<file path="src/rtl/imp_norm_div_if.sv">
// Handshake bundle between the normalization divider, its sqrt unit and the
// deviation/result streams. The slave modport is the divider's view.
interface imp_norm_div_if;
    logic        i_var_valid;
    logic [15:0] i_var;
    logic        o_var_ready;

    logic        o_sqrt_start;
    logic [15:0] o_sqrt_data;
    logic        i_sqrt_done;
    logic [7:0]  i_sqrt;

    logic        i_dev_valid;
    logic [15:0] i_dev;
    logic        o_dev_ready;

    logic        o_norm_valid;
    logic [15:0] o_norm;
    logic        i_norm_ready;

    logic        o_div0;
    logic        o_frame_done;

    modport slave (
        input  i_var_valid, i_var, i_sqrt_done, i_sqrt, i_dev_valid, i_dev, i_norm_ready,
        output o_var_ready, o_sqrt_start, o_sqrt_data, o_dev_ready, o_norm_valid, o_norm,
               o_div0, o_frame_done
    );

    modport master (
        output i_var_valid, i_var, i_sqrt_done, i_sqrt, i_dev_valid, i_dev, i_norm_ready,
        input  o_var_ready, o_sqrt_start, o_sqrt_data, o_dev_ready, o_norm_valid, o_norm,
               o_div0, o_frame_done
    );
endinterface

</file>
<file path="src/rtl/imp_norm_div.sv">
// Per-frame normalization: variance -> sqrt unit -> std, then each signed
// deviation is divided by std with a bit-serial restoring divider.
module imp_norm_div #(
    parameter int NUM_ELEM = 8,
    parameter int FRAC     = 8
) (
    input  logic           i_clk,
    input  logic           i_rst,
    imp_norm_div_if.slave  bus
);
    localparam int DIV_BITS = 16 + FRAC;
    localparam int ITER_W   = $clog2(DIV_BITS + 1);
    localparam int CNT_W    = $clog2(NUM_ELEM + 1);

    typedef enum logic [2:0] {
        S_IDLE,
        S_SQRT_REQ,
        S_SQRT_WAIT,
        S_DEV_WAIT,
        S_DIVIDE,
        S_OUTPUT
    } state_t;

    state_t state_reg, state_next;

    logic [15:0]         var_reg;
    logic [7:0]          std_reg;
    logic                div0_reg;
    logic [CNT_W-1:0]    cnt_reg;
    logic                sign_reg;
    logic [DIV_BITS-1:0] work_reg;
    logic [7:0]          rem_reg;
    logic [ITER_W-1:0]   iter_reg;
    logic [15:0]         norm_reg;
    logic                frame_done_reg;

    logic var_ready, sqrt_start, dev_ready, norm_valid;

    // Handshake qualifiers shared by the FSM and the datapath
    logic var_fire, sqrt_fire, dev_fire, out_fire;
    logic last_iter, last_elem;
    logic [CNT_W-1:0] cnt_inc;

    assign var_fire  = (state_reg == S_IDLE)      && bus.i_var_valid;
    assign sqrt_fire = (state_reg == S_SQRT_WAIT) && bus.i_sqrt_done;
    assign dev_fire  = (state_reg == S_DEV_WAIT)  && bus.i_dev_valid;
    assign out_fire  = (state_reg == S_OUTPUT)    && bus.i_norm_ready;
    assign last_iter = (iter_reg == ITER_W'(DIV_BITS - 1));
    assign cnt_inc   = cnt_reg + CNT_W'(1);
    assign last_elem = (cnt_inc == CNT_W'(NUM_ELEM));

    // -32768 becomes 0x8000, which is read as unsigned 32768 from here on
    logic [15:0] dev_mag;
    assign dev_mag = bus.i_dev[15] ? (~bus.i_dev + 16'd1) : bus.i_dev;

    // One restoring step: a borrow out of the 9-bit trial subtraction means
    // the divisor did not fit, so the quotient bit is 0 and the remainder is kept.
    logic [8:0]          trial;
    logic [8:0]          diff;
    logic                qbit;
    logic [7:0]          rem_next;
    logic [DIV_BITS-1:0] work_next;

    assign trial     = {rem_reg, work_reg[DIV_BITS-1]};
    assign diff      = trial - {1'b0, std_reg};
    assign qbit      = ~diff[8];
    assign rem_next  = qbit ? diff[7:0] : trial[7:0];
    assign work_next = {work_reg[DIV_BITS-2:0], qbit};

    // Final quotient is work_next on the last step; saturate then apply sign
    logic [15:0] quot_sat;
    logic [15:0] quot_signed;

    assign quot_sat    = (|work_next[DIV_BITS-1:15]) ? 16'h7FFF : {1'b0, work_next[14:0]};
    assign quot_signed = sign_reg ? (~quot_sat + 16'd1) : quot_sat;

    always_ff @(posedge i_clk or posedge i_rst) begin
        if (i_rst) begin
            state_reg <= S_IDLE;
        end else begin
            state_reg <= state_next;
        end
    end

    always_comb begin
        state_next = state_reg;
        var_ready  = 1'b0;
        sqrt_start = 1'b0;
        dev_ready  = 1'b0;
        norm_valid = 1'b0;
        case (state_reg)
            S_IDLE: begin
                var_ready = ~i_rst;
                if (bus.i_var_valid) begin
                    state_next = S_SQRT_REQ;
                end
            end
            S_SQRT_REQ: begin
                sqrt_start = 1'b1;
                state_next = S_SQRT_WAIT;
            end
            S_SQRT_WAIT: begin
                if (bus.i_sqrt_done) begin
                    state_next = S_DEV_WAIT;
                end
            end
            S_DEV_WAIT: begin
                dev_ready = 1'b1;
                if (bus.i_dev_valid) begin
                    state_next = div0_reg ? S_OUTPUT : S_DIVIDE;
                end
            end
            S_DIVIDE: begin
                if (last_iter) begin
                    state_next = S_OUTPUT;
                end
            end
            S_OUTPUT: begin
                norm_valid = 1'b1;
                if (bus.i_norm_ready) begin
                    state_next = last_elem ? S_IDLE : S_DEV_WAIT;
                end
            end
            default: begin
                state_next = S_IDLE;
            end
        endcase
    end

    always_ff @(posedge i_clk or posedge i_rst) begin
        if (i_rst) begin
            var_reg        <= '0;
            std_reg        <= '0;
            div0_reg       <= 1'b0;
            cnt_reg        <= '0;
            sign_reg       <= 1'b0;
            work_reg       <= '0;
            rem_reg        <= '0;
            iter_reg       <= '0;
            norm_reg       <= '0;
            frame_done_reg <= 1'b0;
        end else begin
            frame_done_reg <= 1'b0;

            if (var_fire) begin
                var_reg <= bus.i_var;
            end

            if (sqrt_fire) begin
                std_reg  <= bus.i_sqrt;
                div0_reg <= (bus.i_sqrt == 8'd0);
                cnt_reg  <= '0;
            end

            if (dev_fire) begin
                sign_reg <= bus.i_dev[15];
                work_reg <= DIV_BITS'(dev_mag) << FRAC;
                rem_reg  <= '0;
                iter_reg <= '0;
                if (div0_reg) begin
                    norm_reg <= '0;
                end
            end

            if (state_reg == S_DIVIDE) begin
                work_reg <= work_next;
                rem_reg  <= rem_next;
                iter_reg <= iter_reg + ITER_W'(1);
                if (last_iter) begin
                    norm_reg <= quot_signed;
                end
            end

            if (out_fire) begin
                cnt_reg <= cnt_inc;
                if (last_elem) begin
                    frame_done_reg <= 1'b1;
                    div0_reg       <= 1'b0;
                end
            end
        end
    end

    assign bus.o_var_ready  = var_ready;
    assign bus.o_sqrt_start = sqrt_start;
    assign bus.o_sqrt_data  = var_reg;
    assign bus.o_dev_ready  = dev_ready;
    assign bus.o_norm_valid = norm_valid;
    assign bus.o_norm       = norm_reg;
    assign bus.o_div0       = div0_reg;
    assign bus.o_frame_done = frame_done_reg;
endmodule

</file>
<file path="src/flat_wrapper.sv">
// flat-port wrapper written by rule: the top's interface ports become plain ports
module imp_norm_div_flat 
#(
    parameter int NUM_ELEM = 8,
    parameter int FRAC     = 8
)
  (i_clk, i_rst, bus_i_var_valid, bus_i_var, bus_i_sqrt_done, bus_i_sqrt, bus_i_dev_valid, bus_i_dev, bus_i_norm_ready, bus_o_var_ready, bus_o_sqrt_start, bus_o_sqrt_data, bus_o_dev_ready, bus_o_norm_valid, bus_o_norm, bus_o_div0, bus_o_frame_done);
  imp_norm_div_if bus_i ();
  input  logic i_clk;
  input  logic i_rst;
  input wire logic [$bits(bus_i.i_var_valid)-1:0] bus_i_var_valid;
  input wire logic [$bits(bus_i.i_var)-1:0] bus_i_var;
  input wire logic [$bits(bus_i.i_sqrt_done)-1:0] bus_i_sqrt_done;
  input wire logic [$bits(bus_i.i_sqrt)-1:0] bus_i_sqrt;
  input wire logic [$bits(bus_i.i_dev_valid)-1:0] bus_i_dev_valid;
  input wire logic [$bits(bus_i.i_dev)-1:0] bus_i_dev;
  input wire logic [$bits(bus_i.i_norm_ready)-1:0] bus_i_norm_ready;
  output wire logic [$bits(bus_i.o_var_ready)-1:0] bus_o_var_ready;
  output wire logic [$bits(bus_i.o_sqrt_start)-1:0] bus_o_sqrt_start;
  output wire logic [$bits(bus_i.o_sqrt_data)-1:0] bus_o_sqrt_data;
  output wire logic [$bits(bus_i.o_dev_ready)-1:0] bus_o_dev_ready;
  output wire logic [$bits(bus_i.o_norm_valid)-1:0] bus_o_norm_valid;
  output wire logic [$bits(bus_i.o_norm)-1:0] bus_o_norm;
  output wire logic [$bits(bus_i.o_div0)-1:0] bus_o_div0;
  output wire logic [$bits(bus_i.o_frame_done)-1:0] bus_o_frame_done;
  assign bus_i.i_var_valid = bus_i_var_valid;
  assign bus_i.i_var = bus_i_var;
  assign bus_i.i_sqrt_done = bus_i_sqrt_done;
  assign bus_i.i_sqrt = bus_i_sqrt;
  assign bus_i.i_dev_valid = bus_i_dev_valid;
  assign bus_i.i_dev = bus_i_dev;
  assign bus_i.i_norm_ready = bus_i_norm_ready;
  assign bus_o_var_ready = bus_i.o_var_ready;
  assign bus_o_sqrt_start = bus_i.o_sqrt_start;
  assign bus_o_sqrt_data = bus_i.o_sqrt_data;
  assign bus_o_dev_ready = bus_i.o_dev_ready;
  assign bus_o_norm_valid = bus_i.o_norm_valid;
  assign bus_o_norm = bus_i.o_norm;
  assign bus_o_div0 = bus_i.o_div0;
  assign bus_o_frame_done = bus_i.o_frame_done;
  imp_norm_div #(.NUM_ELEM(NUM_ELEM), .FRAC(FRAC)) u_core (.i_clk(i_clk), .i_rst(i_rst), .bus(bus_i));
endmodule
</file>
<file path="config.mk">
export PLATFORM = sky130hd
export DESIGN_NAME = imp_norm_div_flat
export DESIGN_NICKNAME = d
export VERILOG_FILES = /design/src/rtl/imp_norm_div_if.sv /design/src/rtl/imp_norm_div.sv /design/src/flat_wrapper.sv
export SDC_FILE = /design/constraint.sdc
export NUM_CORES = 1
export LEC_CHECK = 0
export ABC_AREA = 1
export CAP_MARGIN = 25
export CORE_MARGIN = 5
export CORE_UTILIZATION = 29
export DETAILED_ROUTE_END_ITERATION = 6
export SYNTH_ARGS = -nofsm -noshare
export SYNTH_HDL_FRONTEND = slang
export SYNTH_SLANG_ARGS = --single-unit
</file>
<file path="constraint.sdc">
create_clock -name i_clk -period 5.8 [get_ports i_clk]
set_clock_uncertainty 0.2 [all_clocks]
set_input_delay 1.16 -clock i_clk [delete_from_list [all_inputs] [get_ports i_clk]]
set_output_delay 1.16 -clock i_clk [all_outputs]
set_load 0.02 [all_outputs]
</file>
Word-level counts from Yosys, hierarchy flattened:

Cells that the tools add are included.

* output and inout bits: 38
* logic and storage cells: 75
* bits of input ports: 46
* register bits: 87

* equal/unequal tests: 12
* bitwise gates (word level): 4
* multiplexer cells: 33
* reductions and logical operators: 10
* $add $sub $neg: 5

Operators with widths (count)
* 16-bit two-way mux: 6
* 24-bit two-way mux: 2
* 16-bit by 1-bit adder with 16-bit output, second input constant: 2
* 16-bit inverter: 2
* 8-bit two-way mux: 3
* 3-bit case mux with 6 select lines: 1
* 15-bit two-way mux: 1
* 3-bit two-way mux: 5
* 1-bit two-way mux: 10
* 5-bit two-way mux: 2
* 9-bit OR reduction: 1
* 9-bit by 8-bit subtractor with 9-bit output: 1
* 8-bit logical NOT: 1
* 4-bit two-way mux: 2
* 2-bit != test, second input constant: 4
* 3-bit by 2-bit == test with 1-bit output, second input constant: 2
* 3-bit == test, second input constant: 2
* 5-bit by 1-bit adder with 5-bit output, second input constant: 1
* 5-bit == test, second input constant: 1
* 5-bit AND reduction: 1
* 4-bit by 1-bit adder with 4-bit output, second input constant: 1
* 4-bit == test, second input constant: 1
* 1-bit logical AND: 4
* 2-bit nonzero test: 2
* other kinds (5): 6

Depth between registers and ports, before layout:

* depth after elaboration: 8
* mapped depth: 22
* gate-level depth less buffers: 22

Worst setup path before layout:

Ideal clock, no wire load.

* path kind: input to output
* start point: input i_rst
* end point: output bus_o_var_ready
* stages on the path: 1
* setup slack: 2.795 ns
* path buffers: 0
* required time: 4.440 ns
* data arrival time: 1.645 ns
* path through: nor3_1

* longest elaborated chain between the ends: 2

Ends and longest elaborated chain
* from (decl): RTL line flat_wrapper.sv:10 `input logic i_rst;`
* 1-bit inverter: RTL line imp_norm_div.sv:93 `var_ready = ~i_rst;`
* 1-bit two-way mux: RTL line imp_norm_div.sv:91 `case (state_reg)`
* to (decl): RTL line flat_wrapper.sv:18 `output wire logic [$bits(bus_i.o_var_ready)-1:0] bus_o_var_ready;`

Every way passes these cells.

Worst setup path after layout:

Same ends and word-level chain as after synthesis.

==> run summary <==
Initial cell density of the core -> 0.2952
Final Setup Violations -> 0
Vias per cell -> 4.541
WHS -> 0.2982 ns
Synth-to-layout area growth -> 27.42%
Slack of the critical path -> 2.028 ns
GRT overflow -> 0
Total internal power -> 1.947 mW
Design Area, Final -> 6216 um2
Area of the multi-input gates -> 2270 um2
Site row count -> 47
Fin cells -> 895
Fmax -> 265.1 MHz
Syn Nets -> 652
Pre-CTS setup slack -> 2.021 ns
Slew Limit Fails -> 0
Hold-fix buffer count after cts -> 0
DRT Wirelength -> 11.55 mm
Post-placement cell count -> 880
Worst endpoint data arrival time -> 2.41 ns
DR WL/cell -> 12.91 um
DRC errors left -> 0
First-pass GRT wire length -> 19.53 mm
Layout cells sized above 1 -> 0.08000
Final Hold Fails -> 0
MaxCap Viol Count -> 0
Die W -> 139.7 um
Final Total Pwr -> 3.276 mW
Die area -> 19520 um2
Crit-path max FO -> 2
Required time worst endpoint -> 4.44 ns
Worst slew pin tran -> 0.8623 ns
Drt first pass iters -> 4
Core area -> 16520 um2
Post-Synthesis Cells -> 593
Critical Path End Type -> output pin
Sequential-to-total area share from yosys stat -> 0.4463
Met1 WL -> 5.499 mm
Drt initial violations -> 268
Asr flop ratio synth -> 1.000
Sequential power share -> 0.320
Total Routing Usage GR -> 0.1204
Sw power -> 1.329 mW
Crit path kind -> in2out
Layout Utilization -> 0.3762
Worst VDD drop -> 162.5 uV
Ys flop type -> dfrtp_1
Die Y -> 139.7 um
Max layer used -> met4
Root Driver -> clkbuf_16
CTS Buffer Depth -> 2
Final #Nets -> 730
Final Cycle Share -> 0.6503
Number of flip-flops in the largest register -> 24
Port bufs -> 83
Outcome -> complete, no violations
Setup bufs post-CTS -> 0
CTS resizes -> 0
RSZ-0062 raised after global routing -> false
Pin count of the biggest net entering global routing -> 49
Via count -> 4064
EDFF count, synth -> 0
Placed cell area -> 5869 um2
Gpl congestion -> 0.8206
Comb pwr share -> 0.473
Yosys cell types -> 41
Power Dens Cells -> 527.0 nW/um2
Slew headroom -> 0.4245
Dpl hpwl -> 8.529 mm
Initial antenna violation count -> 0
Setup TNS -> 0 ns
DR WL met2 -> 5.439 mm
Leak Pwr -> 2.796 nW
I/O pin cnt -> 84
Fill cells -> 1686
Register Area -> 2177 um2
Most common library cells after synthesis -> nand2_1, dfrtp_1, inv_1, nand3_1, nor2_1
Yosys top cell by area -> dfrtp_1
Average size of a mapped cell -> 8.227 um2
Later-pin clock latency in the skew report -> 0.34 ns
CTS tree -> done
Synth top area share -> 0.4463
Post-DRT Antenna Nets -> 0
ANT cells -> 0
WL met3 -> 485 um
Num Clock Sinks -> 87
Synthesis Warnings -> 0
Vias in the first global route -> 4011
Worst hold path type -> reg2reg
CTS H-Tree Depth -> 3
Most common cell in the synthesized netlist -> nand2_1
Period minus WS final -> 3.772 ns
CTS Buf Count -> 9
Clock power frac -> 0.208
Crit path launch type -> input port
Synth top area cells -> dfrtp_1, nand2_1, inv_1
Clock transition at the registers of the reported paths -> 0.07 ns
Yosys reg bits -> 87
Post-Syn Area -> 4878 um2
Switch share -> 0.4057
==> per-layer routing <==
metal	global-route usage	vias up
met3	0.03122	11
met2	0.2011	65
met4	0.03621	0
li1	-	2123
met1	0.1535	1865
met5	0	-
==> critical path, stage by stage <==
cell	delay (ns)
clkdlybuf4s50_1	0.44
nor3_1	0.18
clkdlybuf4s50_1	0.63
==> power by group through the flow <==
stage          clock network (mW)  logic [mW]  registers [mW]
5_1_grt                     0.722        1.75            1.08
3_5_place_dp                    0        1.56            1.06
4_1_cts                     0.699        1.57            1.05
3_3_place_gp                    0        1.54            1.05
6_report                    0.681        1.55            1.05
2_1_floorplan                   0        1.05            1.12
==> final timing paths <==
kind                       cells past startpoint  slack, ns                 endpoint           startpoint
max                                            3       2.03          bus_o_var_ready                i_rst
min                                            2       0.30      u_core.work_reg[14]  u_core.work_reg[14]
max reg2reg                                   19       2.40    u_core.bus.o_norm[12]    u_core.std_reg[0]
min reg2reg                                    2       0.30      u_core.work_reg[14]  u_core.work_reg[14]
max in group asynchronous                      3       3.26       u_core.iter_reg[0]                i_rst
min in group asynchronous                      2       1.13  u_core.bus.o_frame_done                i_rst
==> logic make-up after synthesis <==
| family | Yosys count | synth area share |
|---|---|---|
| AND/OR/NAND/NOR | 267 | 0.2444 |
| buffers and inverters | 98 | 0.08848 |
| AO/OA/AOI/OAI | 95 | 0.1185 |
| flip-flops | 87 | 0.4463 |
| XOR/XNOR | 17 | 0.03052 |
| multiplexers | 16 | 0.03693 |
| adder cells (fa/ha/maj) | 13 | 0.03488 |
==> layout by cell type (no fill, tap or decap), drive strengths merged, types with 16 or more instances in the layout <==
cell / Yosys / final
inv: 80 / 79
a21oi: 17 / 17
nand2: 134 / 134
dfrtp: 87 / 87
nor2: 56 / 56
nand3: 52 / 52
clkdlybuf4s50: 0 / 83
o21ai: 40 / 40
mux2: 16 / 16
==> layout make-up <==
class                           instances  share of cell area
Multi-Input combinational cell        408              0.3651
Sequential cell                        87              0.3502
Timing Repair Buffer                   85              0.1361
Inverter                               80             0.04851
Tap cell                              220             0.04428
Clock buffer                           12             0.04126
Clock inverter                          3             0.01449
Power figures use the tool's default switching activity.
